$ cat src/rtl/ifetch_pkg.sv
// Shared types and constants for the instruction fetch stage.
package ifetch_pkg;

   typedef enum logic [1:0] {
      IDLE    = 2'd0,
      BUSY    = 2'd1,
      DISCARD = 2'd2
   } ifetch_state_t;

   localparam logic [31:0] INSTR_NOP            = 32'h0000_0000;
   localparam logic [31:0] PC_STEP              = 32'd4;
   localparam logic [31:0] RESET_VECTOR_DEFAULT = 32'h0000_0000;

   function automatic logic [31:0] word_align(input logic [31:0] addr);
      return {addr[31:2], 2'b00};
   endfunction

endpackage

$ cat src/rtl/instr_fetch_if.sv
// Instruction memory req/ack bus plus the IF/ID valid/ready output, seen from the fetch stage (master).
interface instr_fetch_if;
   logic        imem_req;
   logic [31:0] imem_addr;
   logic        imem_ack;
   logic [31:0] imem_rdata;
   logic        id_valid;
   logic        id_ready;
   logic [31:0] id_instr;
   logic [31:0] id_pc;
   logic [31:0] id_pc_plus4;

   modport master (
      output imem_req, imem_addr, id_valid, id_instr, id_pc, id_pc_plus4,
      input  imem_ack, imem_rdata, id_ready
   );

   modport slave (
      input  imem_req, imem_addr, id_valid, id_instr, id_pc, id_pc_plus4,
      output imem_ack, imem_rdata, id_ready
   );
endinterface

$ cat src/rtl/instr_fetch_if_id_reg.sv
// IF/ID holding register: single valid/ready slot with load, drain and flush.
module if_id_reg
   import ifetch_pkg::*;
(
   input  logic        clk,
   input  logic        reset,
   input  logic        load,
   input  logic        drain,
   input  logic        flush,
   input  logic [31:0] load_instr,
   input  logic [31:0] load_pc,
   output logic        valid,
   output logic [31:0] instr,
   output logic [31:0] pc,
   output logic [31:0] pc_plus4
);
   logic        valid_r;
   logic [31:0] instr_r;
   logic [31:0] pc_r;
   logic [31:0] pc_plus4_r;

   // Slot update: flush beats load beats drain; payload only changes on load.
   always_ff @(posedge clk or posedge reset) begin
      if (reset) begin
         valid_r    <= 1'b0;
         instr_r    <= INSTR_NOP;
         pc_r       <= 32'h0000_0000;
         pc_plus4_r <= 32'h0000_0000;
      end else if (flush) begin
         valid_r <= 1'b0;
      end else if (load) begin
         valid_r    <= 1'b1;
         instr_r    <= load_instr;
         pc_r       <= load_pc;
         pc_plus4_r <= load_pc + PC_STEP;
      end else if (drain) begin
         valid_r <= 1'b0;
      end else begin
         valid_r <= valid_r;
      end
   end

   assign valid    = valid_r;
   assign instr    = instr_r;
   assign pc       = pc_r;
   assign pc_plus4 = pc_plus4_r;
endmodule

$ cat src/rtl/instr_fetch.sv
// Instruction fetch stage: imem req/ack FSM, next-PC select and IF/ID register.
// Define IFETCH_ALIGN_CHECK_EN to block misaligned fetches with a sticky misalign_fault.
module instr_fetch
   import ifetch_pkg::*;
#(
   parameter logic [31:0] RESET_VECTOR = RESET_VECTOR_DEFAULT
) (
   input  logic          clk,
   input  logic          reset,
   input  logic [31:0]   pc,
   output logic [31:0]   next_pc,
   input  logic          redirect_valid,
   input  logic [31:0]   redirect_target,
   instr_fetch_if.master bus,
   output logic          misalign_fault
);
   ifetch_state_t state_r;
   ifetch_state_t state_nx_s;
   logic          imem_req_r;
   logic          req_nx_s;
   logic [31:0]   imem_addr_r;
   logic [31:0]   addr_nx_s;
   logic          fault_r;
   logic          fault_nx_s;
   logic          fault_set_s;
   logic          pc_ok_s;
   logic          slot_free_s;
   logic          issue_s;
   logic          capture_s;
   logic          id_valid_s;
   logic [31:0]   id_instr_s;
   logic [31:0]   id_pc_s;
   logic [31:0]   id_pc_plus4_s;

   assign slot_free_s = !id_valid_s || bus.id_ready;

`ifdef IFETCH_ALIGN_CHECK_EN
   assign pc_ok_s     = (pc[1:0] == 2'b00);
   assign fault_set_s = (state_r == IDLE) && slot_free_s && !redirect_valid && !pc_ok_s;
`else
   assign pc_ok_s     = 1'b1;
   assign fault_set_s = 1'b0;
`endif

   assign issue_s   = (state_r == IDLE) && slot_free_s && !redirect_valid && pc_ok_s;
   assign capture_s = (state_r == BUSY) && bus.imem_ack && !redirect_valid;

   // State register.
   always_ff @(posedge clk or posedge reset) begin
      if (reset) begin
         state_r <= IDLE;
      end else begin
         state_r <= state_nx_s;
      end
   end

   // Next-state logic; an ack always ends the transaction, a redirect without ack must wait it out.
   always_comb begin
      state_nx_s = state_r;
      case (state_r)
         IDLE: begin
            if (issue_s) state_nx_s = BUSY;
            else         state_nx_s = IDLE;
         end
         BUSY: begin
            if (bus.imem_ack)        state_nx_s = IDLE;
            else if (redirect_valid) state_nx_s = DISCARD;
            else                     state_nx_s = BUSY;
         end
         DISCARD: begin
            if (bus.imem_ack) state_nx_s = IDLE;
            else              state_nx_s = DISCARD;
         end
         default: state_nx_s = IDLE;
      endcase
   end

   // Output decode: request follows the next state, address latches only on issue.
   always_comb begin
      req_nx_s = (state_nx_s != IDLE);
      if (issue_s) addr_nx_s = word_align(pc);
      else         addr_nx_s = imem_addr_r;
      if (redirect_valid)   fault_nx_s = 1'b0;
      else if (fault_set_s) fault_nx_s = 1'b1;
      else                  fault_nx_s = fault_r;
   end

   // Registered memory request and fault outputs.
   always_ff @(posedge clk or posedge reset) begin
      if (reset) begin
         imem_req_r  <= 1'b0;
         imem_addr_r <= 32'h0000_0000;
         fault_r     <= 1'b0;
      end else begin
         imem_req_r  <= req_nx_s;
         imem_addr_r <= addr_nx_s;
         fault_r     <= fault_nx_s;
      end
   end

   // Next PC for ProgramCounter: redirect > sequential after capture > hold.
   always_comb begin
      if (reset)               next_pc = RESET_VECTOR;
      else if (redirect_valid) next_pc = redirect_target;
      else if (capture_s)      next_pc = imem_addr_r + PC_STEP;
      else                     next_pc = pc;
   end

   if_id_reg u_if_id (
      .clk        (clk),
      .reset      (reset),
      .load       (capture_s),
      .drain      (bus.id_ready),
      .flush      (redirect_valid),
      .load_instr (bus.imem_rdata),
      .load_pc    (imem_addr_r),
      .valid      (id_valid_s),
      .instr      (id_instr_s),
      .pc         (id_pc_s),
      .pc_plus4   (id_pc_plus4_s)
   );

   assign bus.imem_req    = imem_req_r;
   assign bus.imem_addr   = imem_addr_r;
   assign bus.id_valid    = id_valid_s;
   assign bus.id_instr    = id_instr_s;
   assign bus.id_pc       = id_pc_s;
   assign bus.id_pc_plus4 = id_pc_plus4_s;
   assign misalign_fault  = fault_r;
endmodule
$ cat src/flat_wrapper.sv
// flat-port wrapper written by rule: the top's interface ports become plain ports
module instr_fetch_flat import ifetch_pkg::*;
#(
   parameter logic [31:0] RESET_VECTOR = RESET_VECTOR_DEFAULT
)
  (clk, reset, pc, next_pc, redirect_valid, redirect_target, misalign_fault, bus_imem_req, bus_imem_addr, bus_id_valid, bus_id_instr, bus_id_pc, bus_id_pc_plus4, bus_imem_ack, bus_imem_rdata, bus_id_ready);
  instr_fetch_if bus_i ();
  input  logic clk;
  input  logic reset;
  input  logic [31:0] pc;
  output logic [31:0] next_pc;
  input  logic redirect_valid;
  input  logic [31:0] redirect_target;
  output logic misalign_fault;
  output wire logic [$bits(bus_i.imem_req)-1:0] bus_imem_req;
  output wire logic [$bits(bus_i.imem_addr)-1:0] bus_imem_addr;
  output wire logic [$bits(bus_i.id_valid)-1:0] bus_id_valid;
  output wire logic [$bits(bus_i.id_instr)-1:0] bus_id_instr;
  output wire logic [$bits(bus_i.id_pc)-1:0] bus_id_pc;
  output wire logic [$bits(bus_i.id_pc_plus4)-1:0] bus_id_pc_plus4;
  input wire logic [$bits(bus_i.imem_ack)-1:0] bus_imem_ack;
  input wire logic [$bits(bus_i.imem_rdata)-1:0] bus_imem_rdata;
  input wire logic [$bits(bus_i.id_ready)-1:0] bus_id_ready;
  assign bus_imem_req = bus_i.imem_req;
  assign bus_imem_addr = bus_i.imem_addr;
  assign bus_id_valid = bus_i.id_valid;
  assign bus_id_instr = bus_i.id_instr;
  assign bus_id_pc = bus_i.id_pc;
  assign bus_id_pc_plus4 = bus_i.id_pc_plus4;
  assign bus_i.imem_ack = bus_imem_ack;
  assign bus_i.imem_rdata = bus_imem_rdata;
  assign bus_i.id_ready = bus_id_ready;
  instr_fetch #(.RESET_VECTOR(RESET_VECTOR)) u_core (.clk(clk), .reset(reset), .pc(pc), .next_pc(next_pc), .redirect_valid(redirect_valid), .redirect_target(redirect_target), .bus(bus_i), .misalign_fault(misalign_fault));
endmodule
$ cat config.mk
export PLATFORM = sky130hd
export DESIGN_NAME = instr_fetch_flat
export DESIGN_NICKNAME = d
export VERILOG_FILES = /design/src/rtl/ifetch_pkg.sv /design/src/rtl/instr_fetch_if.sv /design/src/rtl/instr_fetch_if_id_reg.sv /design/src/rtl/instr_fetch.sv /design/src/flat_wrapper.sv
export SDC_FILE = /design/constraint.sdc
export NUM_CORES = 1
export LEC_CHECK = 0
export BUFFER_PORTS_ARGS = -buffer_cell sky130_fd_sc_hd__buf_4
export CAP_MARGIN = 30
export CELL_PAD_IN_SITES_DETAIL_PLACEMENT = 0
export CELL_PAD_IN_SITES_GLOBAL_PLACEMENT = 1
export CORE_ASPECT_RATIO = 1.4
export CORE_MARGIN = 5
export CORE_UTILIZATION = 34
export DETAILED_ROUTE_END_ITERATION = 16
export MAX_ROUTING_LAYER = met4
export PLACE_DENSITY = 0.85
export RECOVER_POWER = 100
export SLEW_MARGIN = 10
export SYNTH_ARGS = -nofsm -noshare
export SYNTH_HDL_FRONTEND = slang
export SYNTH_SLANG_ARGS = --single-unit
$ cat constraint.sdc
create_clock -name clk -period 7.6 [get_ports clk]
set_input_delay 1.9 -clock clk [delete_from_list [all_inputs] [get_ports clk]]
set_output_delay 1.9 -clock clk [all_outputs]
set_load 0.03 [all_outputs]
== Word level (Yosys, flattened, before mapping) ==
Cells that the tools add are included.

* Input port bits: 101
* Memories: 0
* Register bits: 128
* Output and inout bits: 163
* ROM bits: 0
* Logic and storage cells: 33
* Bits in writable memories: 0
* Bits in latches: 0

* Bitwise gates (word level): 1
* Multiplexer cells: 11
* Div/mod/pow operators: 0
* Reductions and logical operators: 11
* Shift operators: 0
* Magnitude comparators: 0
* Equality and inequality tests: 2
* $mul: 0
* Add/subtract/negate cells: 1

{| class="wikitable"
|+ Operators by type and width
! kind !! number
|-
| 2-to-1 mux 32 bit || 3
|-
| adder 32 x 3 -> 32 bit (second input constant) || 1
|-
| 2-to-1 mux 2 bit || 3
|-
| one-hot mux 2 bit (3 select lines) || 1
|-
| logical AND 1 bit || 4
|-
| 2-to-1 mux 1 bit || 4
|-
| nonzero test 3 bit || 1
|-
| equality test 2 x 1 -> 1 bit (second input constant) || 1
|-
| equality test 2 bit (second input constant) || 1
|-
| zero test 1 bit || 2
|-
| zero test 2 bit || 1
|-
| AND reduction 2 bit || 1
|-
| nonzero test 2 bit || 1
|-
| logical OR 1 bit || 1
|-
| NOT 1 bit || 1
|}

== Longest topological paths before layout ==
* Word-level depth: 7
* Mapped depth: 8
* Mapped depth without buffers: 6

== Modules after synthesis ==
A second synthesis with hierarchy kept.

* Cells, all modules: 765
* Area total of the unflattened synthesis: 6,755.2 sq um

{| class="wikitable"
|+ Modules (own cells, without submodules)
! module !! seq. area each (sq um) !! cells an instance !! times used !! area an instance (sq um)
|-
| if_id_reg || 2,377.3 || 470 || 1 || 4,111.4
|-
| instr_fetch || 825.8 || 295 || 1 || 2,643.8
|}

== Least setup slack after synthesis ==
OpenSTA, ideal clock, no wires.

* Path type: input to output
* From: in reset
* To: out next_pc[12]
* Setup slack: 3 ps
* Path buffers: 0
* Arrival: 5,697 ps
* Required time: 5,700 ps
* Stages on the path: 3
* Cell sequence: inv_1 -> nand2_1 -> o22ai_1

* Longest elaborated chain between the ends: 1

{| class="wikitable"
|+ RTL lines
! item !! RTL line !! source
|-
| start, declared || flat_wrapper.sv:9 || <nowiki>input logic reset;</nowiki>
|-
| 2-to-1 mux 32 bit || instr_fetch.sv:103 || <nowiki>if (reset) next_pc = RESET_VECTOR;</nowiki>
|-
| end, declared || flat_wrapper.sv:11 || <nowiki>output logic [31:0] next_pc;</nowiki>
|}

No other way between the ends.

== Worst setup path after layout ==
* From: in redirect_valid
* To: out next_pc[24]

* Longest elaborated chain between the ends: 5

{| class="wikitable"
|+ RTL lines
! item !! RTL line !! source
|-
| start, declared || flat_wrapper.sv:12 || <nowiki>input logic redirect_valid;</nowiki>
|-
| zero test 1 bit || instr_fetch.sv:46 || <nowiki>assign capture_s = (state_r == BUSY) && bus.imem_ack && !redirect_valid;</nowiki>
|-
| logical AND 1 bit || instr_fetch.sv:46 ||
|-
| 2-to-1 mux 32 bit || instr_fetch.sv:105 || <nowiki>else if (capture_s) next_pc = imem_addr_r + PC_STEP;</nowiki>
|-
| 2-to-1 mux 32 bit (*) || instr_fetch.sv:104 || <nowiki>else if (redirect_valid) next_pc = redirect_target;</nowiki>
|-
| 2-to-1 mux 32 bit (*) || instr_fetch.sv:103 ||
|}

Every way passes the cells marked *; elsewhere a longest branch is shown, timed or not.

==> qor.yml <==
worst_setup_path:
  critPathKind: "in2out"
  startpoint_type: "input port"
  critPathRequiredTime_ns: 5.70
  worstPathCellList: "buf_4 -> nor2_1 -> and3_4 -> clkbuf_1 -> o21ai_0 -> o22ai_1 -> clkbuf_1"
  critPathMaxStageDelay_ns: 0.70
  crit_fanout: 60
  crit_slowest_cell: "and3_4"
  arrival_ns: 4.58
  reg2reg_slack_ns: 4.82
  timing.rr.start: "u_core.state_r[1]$_DFF_PP0_"
  end_kind: "output port"
  worst_path_most_repeated_cell: "clkbuf_1"
  rr_endpoint: "u_core.u_if_id.pc_plus4[23]$_DFFE_PP0P_"
  r2r_cells: 5
detailed_routing:
  drt-initial-drc-count: 275
  vias: 5548
  ant_nets: 0
  first_pass_iters: 4
  route.detailed.drc: 0
  routed_wl_um: 20800
  viasPerCell: 4.90
  wl_per_cell_um: 18.4
timing:
  setup_tns_ns: 0
  skew_ns: 0.00858
  period_share: 0.852
  slew_headroom: -1.33
  fmax_ghz: 0.154
  worst_pin_slew_ns: 3.50
  grt_setup_unrepaired: "no"
  hold_viol_final: 0
  setup_viol: 0
  maxSlewViolCount: 96
  period_minus_slack_ns: 6.48
synth:
  ys_warn_count: 0
  synth_area_leaders: "dfrtp_1 53%, nand2_1 14%, mux2_2 5.9%"
  synth-xor-area-share: 0.0341
  synth_compound_area_frac: 0.0900
  yosys.area_share.simple: 0.240
  syn_area_um2: 5910
  synth_top_family_by_area: "simple AND/OR/NAND/NOR gates"
  syn_inst: 643
  yosys-mux-area-fraction: 0.0610
  synth_fa_ha_area_frac: 0.00212
  syn_avg_cell_area_um2: 9.19
  synth_cell_types: 51
  yosysSeqAreaShare: 0.534
  ys_seq_elements: 126
  synth_top_area_frac: 0.534
  synth_area_leader_cell: "dfrtp_1"
global_route:
  grt_pass1_wl_um: 31800
  antenna_found_initial: 0
  grt_start_max_net_pins: 66
  overflow: 0
  grt_pass1_vias: 5714
  grtUsageTotal: 0.208
floorplan:
  io_pins: 264
  die_w_um: 121
  core_um2: 17300
  start_util: 0.342
  die_area_um2: 20200
  fp.dieH_um: 166
  num_rows: 57
cts:
  clockBufferDepth: 2
  htree_levels: 4
  numCtsBuffers: 17
  cts-resized-gates: 0
  clk_latency_ns: 0.41
  cts.sinks: 126
  postCtsHoldBufs: 0
  clock-root-buffer: "clkbuf_16"
  path_clk_slew_ns: 0.05
  postCtsSetupBuffers: 0
  cts_tree: "done"
min_path:
  hold_depth: 2
  hp-start: "u_core.u_if_id.instr[28]$_DFFE_PP0P_"
  min_delay_worst_endpoint: "u_core.u_if_id.instr[28]$_DFFE_PP0P_"
  hp-class: "reg2reg"
job:
  drv_cap: 2
placed_design:
  numPortBuffers: 256
  dp_hpwl_um: 14800
  gp_congestion: 0.810
  place_area_um2: 8010
pwr:
  peakVddDrop_uv: 165
  leakagePower_nw: 3.68
  fin_total_pwr_w: 0.00339
  cellPowerDensity_nw_per_um2: 422
run_status:
  violations: "capacitance limit, slew limit"
  status: "finished with violations"
layout:
  fin_nets: 986
  final_area_um2: 8030
  area_delta_synth_final_pct: 35.8
  regArea_um2: 3150
  nFillCells: 1836
  layout-drive-gt1-share: 0.194
  multi_input_area_um2: 2560
  diodes: 0
==> power breakdown <==
part	switching, W	leakage, nW	internal [W]
Combinational	0.00100	1.86	0.000335
Clock	0.000314	0.289	0.000550
Sequential	0.000238	1.53	0.000948
==> cells by family after synthesis <==
family          after synthesis
compound gates               78
xor+xnor                     23
fa+ha+maj                     1
buf+inv                      52
flops                       126
mux                          32
other cells                   1
simple gates                330
==> layout make-up <==
| cell class | instances | share of cell area |
|---|---|---|
| Timing Repair Buffer | 263 | 0.171 |
| Tap cell | 236 | 0.0368 |
| Inverter | 5 | 0.00296 |
| Sequential cell | 126 | 0.393 |
| Multi-Input combinational cell | 471 | 0.319 |
| Clock buffer | 18 | 0.0535 |
| Clock inverter | 13 | 0.0237 |
==> worst max path at each step <==
stage / endpoint / slack, ns / depth (start not counted) / startpoint
2_1_floorplan: next_pc[12] / 0.003 / 3 / reset
3_3_place_gp: next_pc[9] / 1.68 / 6 / redirect_valid
3_5_place_dp: next_pc[29] / 1.61 / 6 / redirect_valid
4_1_cts: next_pc[29] / 1.59 / 6 / redirect_valid
5_1_grt: next_pc[24] / 0.81 / 7 / redirect_valid
6_report: next_pc[24] / 1.12 / 7 / redirect_valid
==> state kept, by name, indices dropped and copies added (netlist names) <==
signal                   cells
u_core.bus.imem_addr        30
u_core.bus.imem_req          1
u_core.state_r               2
u_core.u_if_id.instr        32
u_core.u_if_id.pc           30
u_core.u_if_id.pc_plus4     30
u_core.u_if_id.valid         1
==> critical path: cells and delay by family <==
| family | cells | cell delay (ns) |
|---|---|---|
| buffers and inverters | 3 | 1.27 |
| AND/OR/NAND/NOR | 2 | 1.01 |
| AO/OA/AOI/OAI | 2 | 0.37 |
==> stage by stage <==
step                      utilization  instances  worst slack (ns)  hold WS (ns)
final                           0.465       1132              1.12         0.472
after global routing            0.465       1132             0.812         0.491
after CTS                       0.500       1131              1.59         0.477
after detailed placement        0.464       1100              1.61         0.463
after global placement          0.464       1100              1.68         0.459
after floorplan                     -        649           0.00336         0.560
==> synthesized netlist by cell type, drive strengths merged <==
library cell / count
clkbuf: 22
a22oi: 4
mux2: 32
a22o: 1
nor3: 10
o2111a: 1
or2: 1
buf: 25
or3: 4
clkinv: 2
o311a: 1
o21ai: 16
a31oi: 9
nand3: 17
or4: 1
a21oi: 13
and4: 2
nand4: 11
dfrtp: 126
and3: 3
a311oi: 2
nor2b: 1
a211oi: 3
a2111oi: 6
o21a: 7
o22ai: 6
o211ai: 2
a21o: 4
nor2: 44
xnor2: 8
nand2: 223
o41ai: 2
xor2: 15
inv: 3
a41o: 1
ha: 1
nand2b: 1
and2: 6
conb: 1
nor4: 6
==> routing by layer <==
metal	GRT usage	vias to the layer above	routed length, um
li1	-	2628	-
met1	0.242	2695	8310
met2	0.357	195	10900
met3	0.0409	30	1170
met4	0.0697	0	484
met5	-	-	0
==> cells in the final DEF, fill, tap and decap left out, types with 8 or more instances in the layout <==
cell type,netlist,routed
mux2_2,31,31
buf_4,7,102
clkbuf_16,0,17
a21oi_1,13,13
nand3_1,16,15
dfrtp_1,126,126
a31oi_1,9,9
clkbuf_1,22,162
xnor2_1,8,8
nand4_1,10,10
nor2_1,44,44
nor3_1,9,9
nand2_1,223,223
xor2_1,15,15
o21ai_0,12,15
Power figures use the tool's default switching activity.
